===== src/rtl/npc_pkg.sv =====
// Shared writeback types and constants for the register-file write path.
// Pure declarations: no latency, no flow control.
package npc_pkg;

    localparam int ADDR_WIDTH = 5;
    localparam int DATA_WIDTH = 32;

    typedef struct packed {
        logic [ADDR_WIDTH-1:0] addr;
        logic [DATA_WIDTH-1:0] data;
    } wb_req_t;

    localparam logic [ADDR_WIDTH-1:0] REG_ZERO = '0;

endpackage


===== src/rtl/regfile_wb_arbiter_if.sv =====
// Writeback request bus plus register-file write port and pending mask.
// Wiring only; requesters hold valid/addr/data until they see ready.
interface regfile_wb_arbiter_if #(
    parameter int NREQ       = 3,
    parameter int ADDR_WIDTH = npc_pkg::ADDR_WIDTH,
    parameter int DATA_WIDTH = npc_pkg::DATA_WIDTH
);

    logic                       hold;
    logic [NREQ-1:0]            req_valid;
    logic [NREQ*ADDR_WIDTH-1:0] req_addr;
    logic [NREQ*DATA_WIDTH-1:0] req_data;
    logic [NREQ-1:0]            req_ready;
    logic                       rf_wen;
    logic [ADDR_WIDTH-1:0]      rf_waddr;
    logic [DATA_WIDTH-1:0]      rf_wdata;
    logic [2**ADDR_WIDTH-1:0]   pend_mask;

    modport master (
        output hold, req_valid, req_addr, req_data,
        input  req_ready, rf_wen, rf_waddr, rf_wdata, pend_mask
    );

    modport slave (
        input  hold, req_valid, req_addr, req_data,
        output req_ready, rf_wen, rf_waddr, rf_wdata, pend_mask
    );

endinterface


===== src/rtl/rr_arbiter.sv =====
// Rotating-priority arbiter: grant is combinational, pointer moves past the winner on advance.
// Zero-latency grant; en low suppresses all grants without moving the pointer.
module rr_arbiter #(
    parameter int N = 3,
    localparam int IW = (N > 1) ? $clog2(N) : 1
) (
    input  logic          clk,
    input  logic          rst,
    input  logic          en,
    input  logic          advance,
    input  logic [N-1:0]  req,
    output logic [N-1:0]  gnt,
    output logic [IW-1:0] gnt_idx
);

    logic [IW-1:0] ptr_q;
    logic [IW:0]   cand;
    logic          found;

    // Scan offsets 0..N-1 from the pointer; the first requesting slot wins.
    always_comb begin
        gnt     = '0;
        gnt_idx = '0;
        found   = 1'b0;
        cand    = '0;
        for (int k = 0; k < N; k++) begin
            cand = {1'b0, ptr_q} + (IW+1)'(k);
            if (cand >= (IW+1)'(N)) begin
                cand = cand - (IW+1)'(N);
            end
            for (int j = 0; j < N; j++) begin
                if (en && !found && cand == (IW+1)'(j) && req[j]) begin
                    gnt[j]  = 1'b1;
                    gnt_idx = IW'(j);
                    found   = 1'b1;
                end
            end
        end
    end

    always_ff @(posedge clk) begin
        if (!rst) begin
            ptr_q <= '0;
        end else if (advance) begin
            ptr_q <= (gnt_idx == IW'(N-1)) ? '0 : gnt_idx + IW'(1);
        end
    end

endmodule


===== src/rtl/regfile_wb_arbiter.sv =====
// Round-robin share of the register-file write port; winner staged one cycle, then written.
// Grant is combinational from valid/hold/pointer; hold stalls grants, the RF never backpressures.
module regfile_wb_arbiter #(
    parameter int NREQ       = 3,
    parameter int ADDR_WIDTH = npc_pkg::ADDR_WIDTH,
    parameter int DATA_WIDTH = npc_pkg::DATA_WIDTH
) (
    input logic               clk,
    input logic               rst,
    regfile_wb_arbiter_if.slave wb
);

    import npc_pkg::*;

    localparam int IW = (NREQ > 1) ? $clog2(NREQ) : 1;

    typedef struct packed {
        logic [ADDR_WIDTH-1:0] addr;
        logic [DATA_WIDTH-1:0] data;
    } req_t;

    req_t                  reqs [NREQ];
    req_t                  win;
    logic [NREQ-1:0]       gnt;
    logic [IW-1:0]         gnt_idx;
    logic                  hs;
    logic                  wen_q;
    logic [ADDR_WIDTH-1:0] waddr_q;
    logic [DATA_WIDTH-1:0] wdata_q;
    logic [2**ADDR_WIDTH-1:0] pend;

    always_comb begin
        for (int i = 0; i < NREQ; i++) begin
            reqs[i].addr = wb.req_addr[i*ADDR_WIDTH +: ADDR_WIDTH];
            reqs[i].data = wb.req_data[i*DATA_WIDTH +: DATA_WIDTH];
        end
    end

    // Grants are withheld while in reset so nothing is accepted that would be lost.
    rr_arbiter #(.N(NREQ)) u_arb (
        .clk     (clk),
        .rst     (rst),
        .en      (rst && !wb.hold),
        .advance (hs),
        .req     (wb.req_valid),
        .gnt     (gnt),
        .gnt_idx (gnt_idx)
    );

    assign hs           = |(wb.req_valid & gnt);
    assign wb.req_ready = gnt;

    always_comb begin
        win = '0;
        for (int i = 0; i < NREQ; i++) begin
            if (gnt_idx == IW'(i)) begin
                win = reqs[i];
            end
        end
    end

    // Writes to x0 are accepted but never enabled toward the register file.
    always_ff @(posedge clk) begin
        if (!rst) begin
            wen_q   <= 1'b0;
            waddr_q <= '0;
            wdata_q <= '0;
        end else if (hs) begin
            wen_q   <= (win.addr != ADDR_WIDTH'(REG_ZERO));
            waddr_q <= win.addr;
            wdata_q <= win.data;
        end else begin
            wen_q   <= 1'b0;
        end
    end

    always_comb begin
        pend = '0;
        if (wen_q) begin
            pend[waddr_q] = 1'b1;
        end
        pend[0] = 1'b0;
    end

    assign wb.rf_wen    = wen_q;
    assign wb.rf_waddr  = waddr_q;
    assign wb.rf_wdata  = wdata_q;
    assign wb.pend_mask = pend;

endmodule


===== src/flat_wrapper.sv =====
// flat-port wrapper written by rule: the top's interface ports become plain ports
module regfile_wb_arbiter_flat import npc_pkg::*;
#(
    parameter int NREQ       = 3,
    parameter int ADDR_WIDTH = npc_pkg::ADDR_WIDTH,
    parameter int DATA_WIDTH = npc_pkg::DATA_WIDTH
)
  (clk, rst, wb_hold, wb_req_valid, wb_req_addr, wb_req_data, wb_req_ready, wb_rf_wen, wb_rf_waddr, wb_rf_wdata, wb_pend_mask);
  regfile_wb_arbiter_if #(.NREQ(NREQ), .ADDR_WIDTH(ADDR_WIDTH), .DATA_WIDTH(DATA_WIDTH)) wb_i ();
  input logic clk;
  input logic rst;
  input wire logic [$bits(wb_i.hold)-1:0] wb_hold;
  input wire logic [$bits(wb_i.req_valid)-1:0] wb_req_valid;
  input wire logic [$bits(wb_i.req_addr)-1:0] wb_req_addr;
  input wire logic [$bits(wb_i.req_data)-1:0] wb_req_data;
  output wire logic [$bits(wb_i.req_ready)-1:0] wb_req_ready;
  output wire logic [$bits(wb_i.rf_wen)-1:0] wb_rf_wen;
  output wire logic [$bits(wb_i.rf_waddr)-1:0] wb_rf_waddr;
  output wire logic [$bits(wb_i.rf_wdata)-1:0] wb_rf_wdata;
  output wire logic [$bits(wb_i.pend_mask)-1:0] wb_pend_mask;
  assign wb_i.hold = wb_hold;
  assign wb_i.req_valid = wb_req_valid;
  assign wb_i.req_addr = wb_req_addr;
  assign wb_i.req_data = wb_req_data;
  assign wb_req_ready = wb_i.req_ready;
  assign wb_rf_wen = wb_i.rf_wen;
  assign wb_rf_waddr = wb_i.rf_waddr;
  assign wb_rf_wdata = wb_i.rf_wdata;
  assign wb_pend_mask = wb_i.pend_mask;
  regfile_wb_arbiter #(.NREQ(NREQ), .ADDR_WIDTH(ADDR_WIDTH), .DATA_WIDTH(DATA_WIDTH)) u_core (.clk(clk), .rst(rst), .wb(wb_i));
endmodule

===== config.mk =====
export PLATFORM = sky130hd
export DESIGN_NAME = regfile_wb_arbiter_flat
export DESIGN_NICKNAME = d
export VERILOG_FILES = /design/src/rtl/npc_pkg.sv /design/src/rtl/regfile_wb_arbiter_if.sv /design/src/rtl/rr_arbiter.sv /design/src/rtl/regfile_wb_arbiter.sv /design/src/flat_wrapper.sv
export SDC_FILE = /design/constraint.sdc
export NUM_CORES = 1
export LEC_CHECK = 0
export ABC_AREA = 0
export BUFFER_PORTS_ARGS = -buffer_cell sky130_fd_sc_hd__buf_2
export CAP_MARGIN = 20
export CELL_PAD_IN_SITES_DETAIL_PLACEMENT = 0
export CELL_PAD_IN_SITES_GLOBAL_PLACEMENT = 1
export CORE_ASPECT_RATIO = 1.1
export CORE_MARGIN = 1.5
export CORE_UTILIZATION = 27
export DETAILED_ROUTE_END_ITERATION = 12
export HOLD_SLACK_MARGIN = 0.06
export PLACE_DENSITY_LB_ADDON = 0.05
export SYNTH_ARGS = -nofsm -noshare
export SYNTH_HDL_FRONTEND = slang
export SYNTH_SLANG_ARGS = --single-unit

===== constraint.sdc =====
create_clock -name clk -period 2.4 [get_ports clk]
set_input_delay 0.24 -clock clk [delete_from_list [all_inputs] [get_ports clk]]
set_output_delay 0.24 -clock clk [all_outputs]
set_load 0.05 [all_outputs]

==> results of run 1 <==
[registers in the layout, summed over array words and instances (netlist names)]
| register | count |
|---|---|
| u_core.u_arb.ptr_q | 2 |
| u_core.wb.rf_wdata | 32 |
| u_core.wb.rf_waddr | 5 |
| u_core.wb.rf_wen | 1 |
[cell families (layout without fill, tap and decap cells)]
logic type | Yosys count | after routing | share of synthesized area
AND/OR/NAND/NOR | 134 | 134 | 0.286
buffers and inverters | 35 | 221 | 0.0717
flip-flops | 40 | 40 | 0.312
other | 1 | 1 | 0.00146
multiplexers | 13 | 13 | 0.0507
adder cells (fa/ha/maj) | 2 | 2 | 0.00975
AO/OA/AOI/OAI | 81 | 81 | 0.268
[worst max path at each step]
stage | endpoint | cells past startpoint
3_5_place_dp | u_core.wb.rf_wdata[24] | 9
5_1_grt | wb_req_ready[1] | 7
2_1_floorplan | wb_pend_mask[16] | 3
6_report | wb_req_ready[1] | 7
4_1_cts | wb_req_ready[1] | 7
3_3_place_gp | u_core.wb.rf_wdata[7] | 9
[final cells by class]
| class | instances | area share |
|---|---|---|
| Timing Repair Buffer | 211 | 0.305 |
| Tap cell | 117 | 0.0380 |
| Multi-Input combinational cell | 231 | 0.415 |
| Clock buffer | 6 | 0.0215 |
| Sequential cell | 40 | 0.208 |
| Clock inverter | 2 | 0.0101 |
| Inverter | 2 | 0.00195 |
[synth_stat cells (4+ instances only)]
cell,count
a221o_1,6
dfxtp_1,40
buf_4,5
clkbuf_1,16
nand3b_1,6
o31ai_1,13
a31oi_1,6
a211oi_1,14
a22oi_1,6
a221oi_1,15
and3_1,10
nor2_1,34
nand4b_1,10
a22o_1,6
nand2_1,28
nor2b_1,12
buf_2,9
nor3_1,4
mux2i_1,13
and2_1,15
[routing by layer]
metal / track usage / vias to the layer above
met2: 0.291 / 142
met3: 0.0418 / 6
met4: 0.0336 / 0
met5: 0 / -
met1: 0.210 / 1395
li1: - / 1509
[stage by stage]
| stage | utilization | total power [mW] |
|---|---|---|
| after CTS | 0.404 | 2.38 |
| final | 0.413 | 2.37 |
| after global placement | 0.390 | 1.78 |
| after floorplan | - | 1.50 |
| after detailed placement | 0.390 | 1.78 |
| after global routing | 0.413 | 2.51 |
[what timing repair did]
item | in CTS | in global routing
buffers inserted | 0 | 7
gates resized for setup | 1 | 4
gates cloned | 0 | 1
setup endpoints to repair | 1 | 9
hold endpoints to repair | 0 | 0
pin swaps | 0 | 2
[where the power goes]
| group | total [mW] | switching (mW) | leakage [nW] | internal [mW] |
|---|---|---|---|---|
| Combinational | 0.953 | 0.625 | 1.50 | 0.328 |
| Clock | 0.590 | 0.249 | 0.0614 | 0.340 |
| Sequential | 0.831 | 0.0726 | 0.330 | 0.758 |
| Total | 2.37 | 0.947 | 1.89 | 1.43 |
==> results.sh, run 1 <==
export IMPL_cts_sinks=40
export IMPL_htreeDepth=2
export IMPL_worstPathRequired_ns=2.16
export IMPL_coreArea_sq_um=9310
export IMPL_min_period_over_period=0.946
export IMPL_crit_buf_inv=3
export IMPL_async_flop_share=0
export IMPL_p_leak_nw=1.89
export IMPL_row_count=37
export IMPL_cp_startpoint="u_core.u_arb.ptr_q[0]"
export IMPL_fin_nets=610
export IMPL_die_area_sq_um=10100
export IMPL_max_cap_viol_count=0
export IMPL_final_instance_count_excl_fill=609
export IMPL_hold_slack_ns=0.174
export IMPL_dpl_cell_count=593
export IMPL_netlist_top_cell_by_area="dfxtp_1"
export IMPL_slowest_delay_ns=0.36
export IMPL_yosysWarnings=0
export IMPL_syn_nets=425
export IMPL_synthTopCellsByArea="dfxtp_1 31%, a221oi_1 5.1%, mux2i_1 5.1%, nor2_1 5.0%, a211oi_1 4.1%"
export IMPL_ys_ff_latch=40
export IMPL_start_kind="flop"
export IMPL_placed_area_sq_um=3630
export IMPL_setup_ws_ns=0.130
export IMPL_synth_cells=306
export IMPL_wire_per_inst_microns=14.8
export IMPL_design_area_sq_um=3850
export IMPL_drt_pass1_iterations=4
export IMPL_clockRootBuffer="clkbuf_8"
export IMPL_synth_edff_count=0
export IMPL_reg2reg_depth=9
export IMPL_finalSetupTns_ns=0
export IMPL_antenna_found_initial=0
export IMPL_grt_pass1_wl_microns=13500
export IMPL_r2r_end="u_core.wb.rf_wdata[17]"
export IMPL_crit_fanout=19
export IMPL_wl_microns=8990
export IMPL_grt_max_degree=40
export IMPL_drtIter0Drc=82
export IMPL_timing_fmax_mhz=441
export IMPL_p_per_area_nw_per_um2=617
export IMPL_mostFrequentLayoutCells="186 x buf_2, 40 x dfxtp_1, 34 x nor2_1"
export IMPL_clk_pin_slew_ns=0.08
export IMPL_antenna_cells=0
export IMPL_wl_met3_microns=766
export IMPL_die_h_microns=105
export IMPL_dieWidth_microns=96.0
export IMPL_detailed_place_hpwl_microns=6680
export IMPL_areaGrowthSynthToFinish_pct=49.9
export IMPL_clock_path_buffers=2
export IMPL_mostFrequentLayoutCell="buf_2"
export IMPL_cp_arrival_ns=2.03
export IMPL_io_pins=190
export IMPL_finalSetupViolCount=0
export IMPL_netlist_area_sq_um=2570
export IMPL_endpoint_kind="primary output"
export IMPL_dp_slack_ns=0.0840
export IMPL_crit_family="buffers and inverters"
export IMPL_viasPerCell=5.01
export IMPL_synth_main_ff_cell="dfxtp_1"
export IMPL_holdCritStartpoint="wb_req_data[55]"
export IMPL_cts_buffers=5
export IMPL_slew_violations=0
export IMPL_r2r_start="u_core.u_arb.ptr_q[0]"
export IMPL_ant_nets=0
export IMPL_start_util=0.276
export IMPL_rsz0062_at_grt="false"
export IMPL_seqCellArea_sq_um=801
export IMPL_gr_total_overflow=0
export IMPL_wl_met2_microns=4390
export IMPL_cts_tree="built"
export IMPL_m1WireLength_microns=3760
export IMPL_yosysSeqAreaShare=0.312
export IMPL_gp_congestion=0.760
export IMPL_drc=0
export IMPL_hold_buffers=0
export IMPL_crit_chain="inv_1 > ha_2 > nor2_1 > a2111o_1 > nand2_4 > buf_12 > clkbuf_4"
export IMPL_final_min_clock_period_ns=2.27
export IMPL_peakVddDrop_mv=0.310
export IMPL_fill_cells=1018
export IMPL_hold_viol_final=0
export IMPL_hold_class="in -> reg"
export IMPL_finalClockSkew_ns=0.00809
export IMPL_syn_area_per_cell_sq_um=8.39
export IMPL_r2r_setup_slack_ns=0.16
export IMPL_drive_gt1_frac=0.478
export IMPL_worstHoldPathCells=2
export IMPL_clkLatencyLatePin_ns=0.29
export IMPL_portBuffers=188
export IMPL_grtUsageTotal=0.169
export IMPL_hold_end="u_core.wb.rf_wdata[23]"
export IMPL_synth_cell_types=44
export IMPL_top_layer="met4"
export IMPL_outcome="complete, no violations"
export IMPL_grt_pass1_vias=2781
export IMPL_multi_input_area_sq_um=1600
export IMPL_vias=3052
export IMPL_slowest_stage="dfxtp_1"
export IMPL_synth_top_area_frac=0.312
export IMPL_criticalPathCategory="reg -> out"
No activity file was read; power rests on OpenSTA's default activity.
==> run 2: changes to the inputs <==
CELL_PAD_IN_SITES_DETAIL_PLACEMENT = 2   (was 0)
CELL_PAD_IN_SITES_GLOBAL_PLACEMENT = 2   (was 1)
CORE_UTILIZATION = 21   (was 27)
PLACE_DENSITY_LB_ADDON = 0.1   (was 0.05)
==> run 2 against run 1 <==
Effect of this change: non-clock buffer count shrank 6; clock power is 39% higher; die area grew 28%; sequential power about the same; register-to-register slack got worse by 0.06 ns; highest routed layer unchanged; core utilization fell by 8.7 points.
==> results.sh, run 2 (same netlist as run 1, synthesis figures left out) <==
export IMPL_peakVddDrop_mv=0.277
export IMPL_power_frac_comb=0.367
export IMPL_dieWidth_microns=108
export IMPL_cts_tree="built"
export IMPL_gr_total_overflow=0
export IMPL_finalSetupViolCount=0
export IMPL_grt_pass1_vias=3331
export IMPL_areaGrowthSynthToFinish_pct=52.4
export IMPL_clock_path_buffers=2
export IMPL_wl_microns=11300
export IMPL_hold_class="in -> reg"
export IMPL_fill_cells=1418
export IMPL_antenna_cells=0
export IMPL_worstPathRequired_ns=2.16
export IMPL_fin_nets=604
export IMPL_seqCellArea_sq_um=801
export IMPL_p_sw_frac=0.380
export IMPL_portBuffers=188
export IMPL_row_count=42
export IMPL_outcome="complete, no violations"
export IMPL_clkPwrFrac=0.315
export IMPL_final_min_clock_period_ns=2.31
export IMPL_timing_fmax_mhz=433
export IMPL_grt_max_degree=28
export IMPL_p_switching_mw=0.994
export IMPL_max_cap_viol_count=0
export IMPL_finalClockSkew_ns=0.00371
export IMPL_mostFrequentLayoutCells="185 x buf_2, 40 x dfxtp_1, 34 x nor2_1"
export IMPL_mostFrequentLayoutCell="buf_2"
export IMPL_clkLatencyLatePin_ns=0.28
export IMPL_die_h_microns=119
export IMPL_min_period_over_period=0.961
export IMPL_hold_slack_ns=0.181
export IMPL_internal_power_mw=1.62
export IMPL_detailed_place_hpwl_microns=8780
export IMPL_drtIter0Drc=82
export IMPL_dp_slack_ns=0.0750
export IMPL_crit_fanout=18
export IMPL_drive_gt1_frac=0.475
export IMPL_p_leak_nw=1.89
export IMPL_cts_buffers=5
export IMPL_antenna_found_initial=0
export IMPL_start_kind="flop"
export IMPL_clk_pin_slew_ns=0.06
export IMPL_viasPerCell=4.88
export IMPL_gp_congestion=0.772
export IMPL_drc=0
export IMPL_drt_pass1_iterations=4
export IMPL_cts_sinks=40
export IMPL_seqPwrFrac=0.318
export IMPL_hold_viol_final=0
export IMPL_ant_nets=0
export IMPL_endpoint_kind="primary output"
export IMPL_p_per_area_nw_per_um2=668
export IMPL_setup_ws_ns=0.0932
export IMPL_cp_arrival_ns=2.07
export IMPL_start_util=0.214
export IMPL_slew_violations=0
export IMPL_die_area_sq_um=12900
export IMPL_criticalPathCategory="reg -> out"
export IMPL_grt_pass1_wl_microns=17800
export IMPL_largest_reg_flops=32
export IMPL_htreeDepth=2
export IMPL_vias=3120
export IMPL_wire_per_inst_microns=17.6
export IMPL_clockRootBuffer="clkbuf_16"
export IMPL_multi_input_area_sq_um=1620
export IMPL_grtUsageTotal=0.175
export IMPL_io_pins=190
export IMPL_coreArea_sq_um=12000
-- run 2: area by class of cell --
type,count,share of cell area
multi-input combinational,231,0.414
timing repair buffer,205,0.283
sequential,40,0.205
tap,154,0.0493
clock buffer,7,0.0390
clock inverter,1,0.00768
inverter,2,0.00192
-- run 2: through the flow --
step                      setup TNS (ns)   util  power [mW]  std cells  area (sq um)
after global routing            -0.00829  0.326        2.75        640          3910
after CTS                              0  0.321        2.64        638          3850
after global placement                 0  0.305        1.78        630          3650
after detailed placement               0  0.305        1.80        630          3650
final                                  0  0.326        2.61        640          3910
after floorplan                        0      -        1.50        306          2570
-- run 2: final timing paths --
kind                           from                      to  slack, ns  depth (start not counted)
max           u_core.u_arb.ptr_q[0]         wb_req_ready[1]       0.09                          7
min                 wb_req_data[45]  u_core.wb.rf_wdata[13]       0.18                          2
max reg2reg   u_core.u_arb.ptr_q[0]  u_core.wb.rf_wdata[28]       0.10                          9
min reg2reg  u_core.wb.rf_wdata[21]  u_core.wb.rf_wdata[21]       0.46                          2
-- run 2: repair_timing --
action                                  4_1_cts  5_1_grt
endpoints found under the setup margin        2       32
resized for setup                             4       10
buffers inserted                              0        2
pin swaps                                     0        2
hold buffers                                  0        0
-- run 2: worst max-delay path: stages (launching register included) --
cell and delay [ns]:
dfxtp_1 0.37, inv_1 0.09, ha_4 0.28, nor2_1 0.08, a2111o_1 0.45, nand2_4 0.15, buf_8 0.18, buf_6 0.17
-- run 2: power groups by stage --
stage / combinational (mW) / clock (mW) / sequential (mW)
2_1_floorplan: 0.360 / 0 / 1.14
3_3_place_gp: 0.940 / 0 / 0.839
3_5_place_dp: 0.954 / 0 / 0.845
4_1_cts: 0.957 / 0.854 / 0.833
5_1_grt: 1.03 / 0.882 / 0.847
6_report: 0.959 / 0.823 / 0.831
-- run 2: layer usage --
metal | GRT usage | part of all wire
met1 | 0.198 | 0.39
met2 | 0.320 | 0.52
met3 | 0.0432 | 0.066
met4 | 0.0469 | 0.020
met5 | 0 | 0
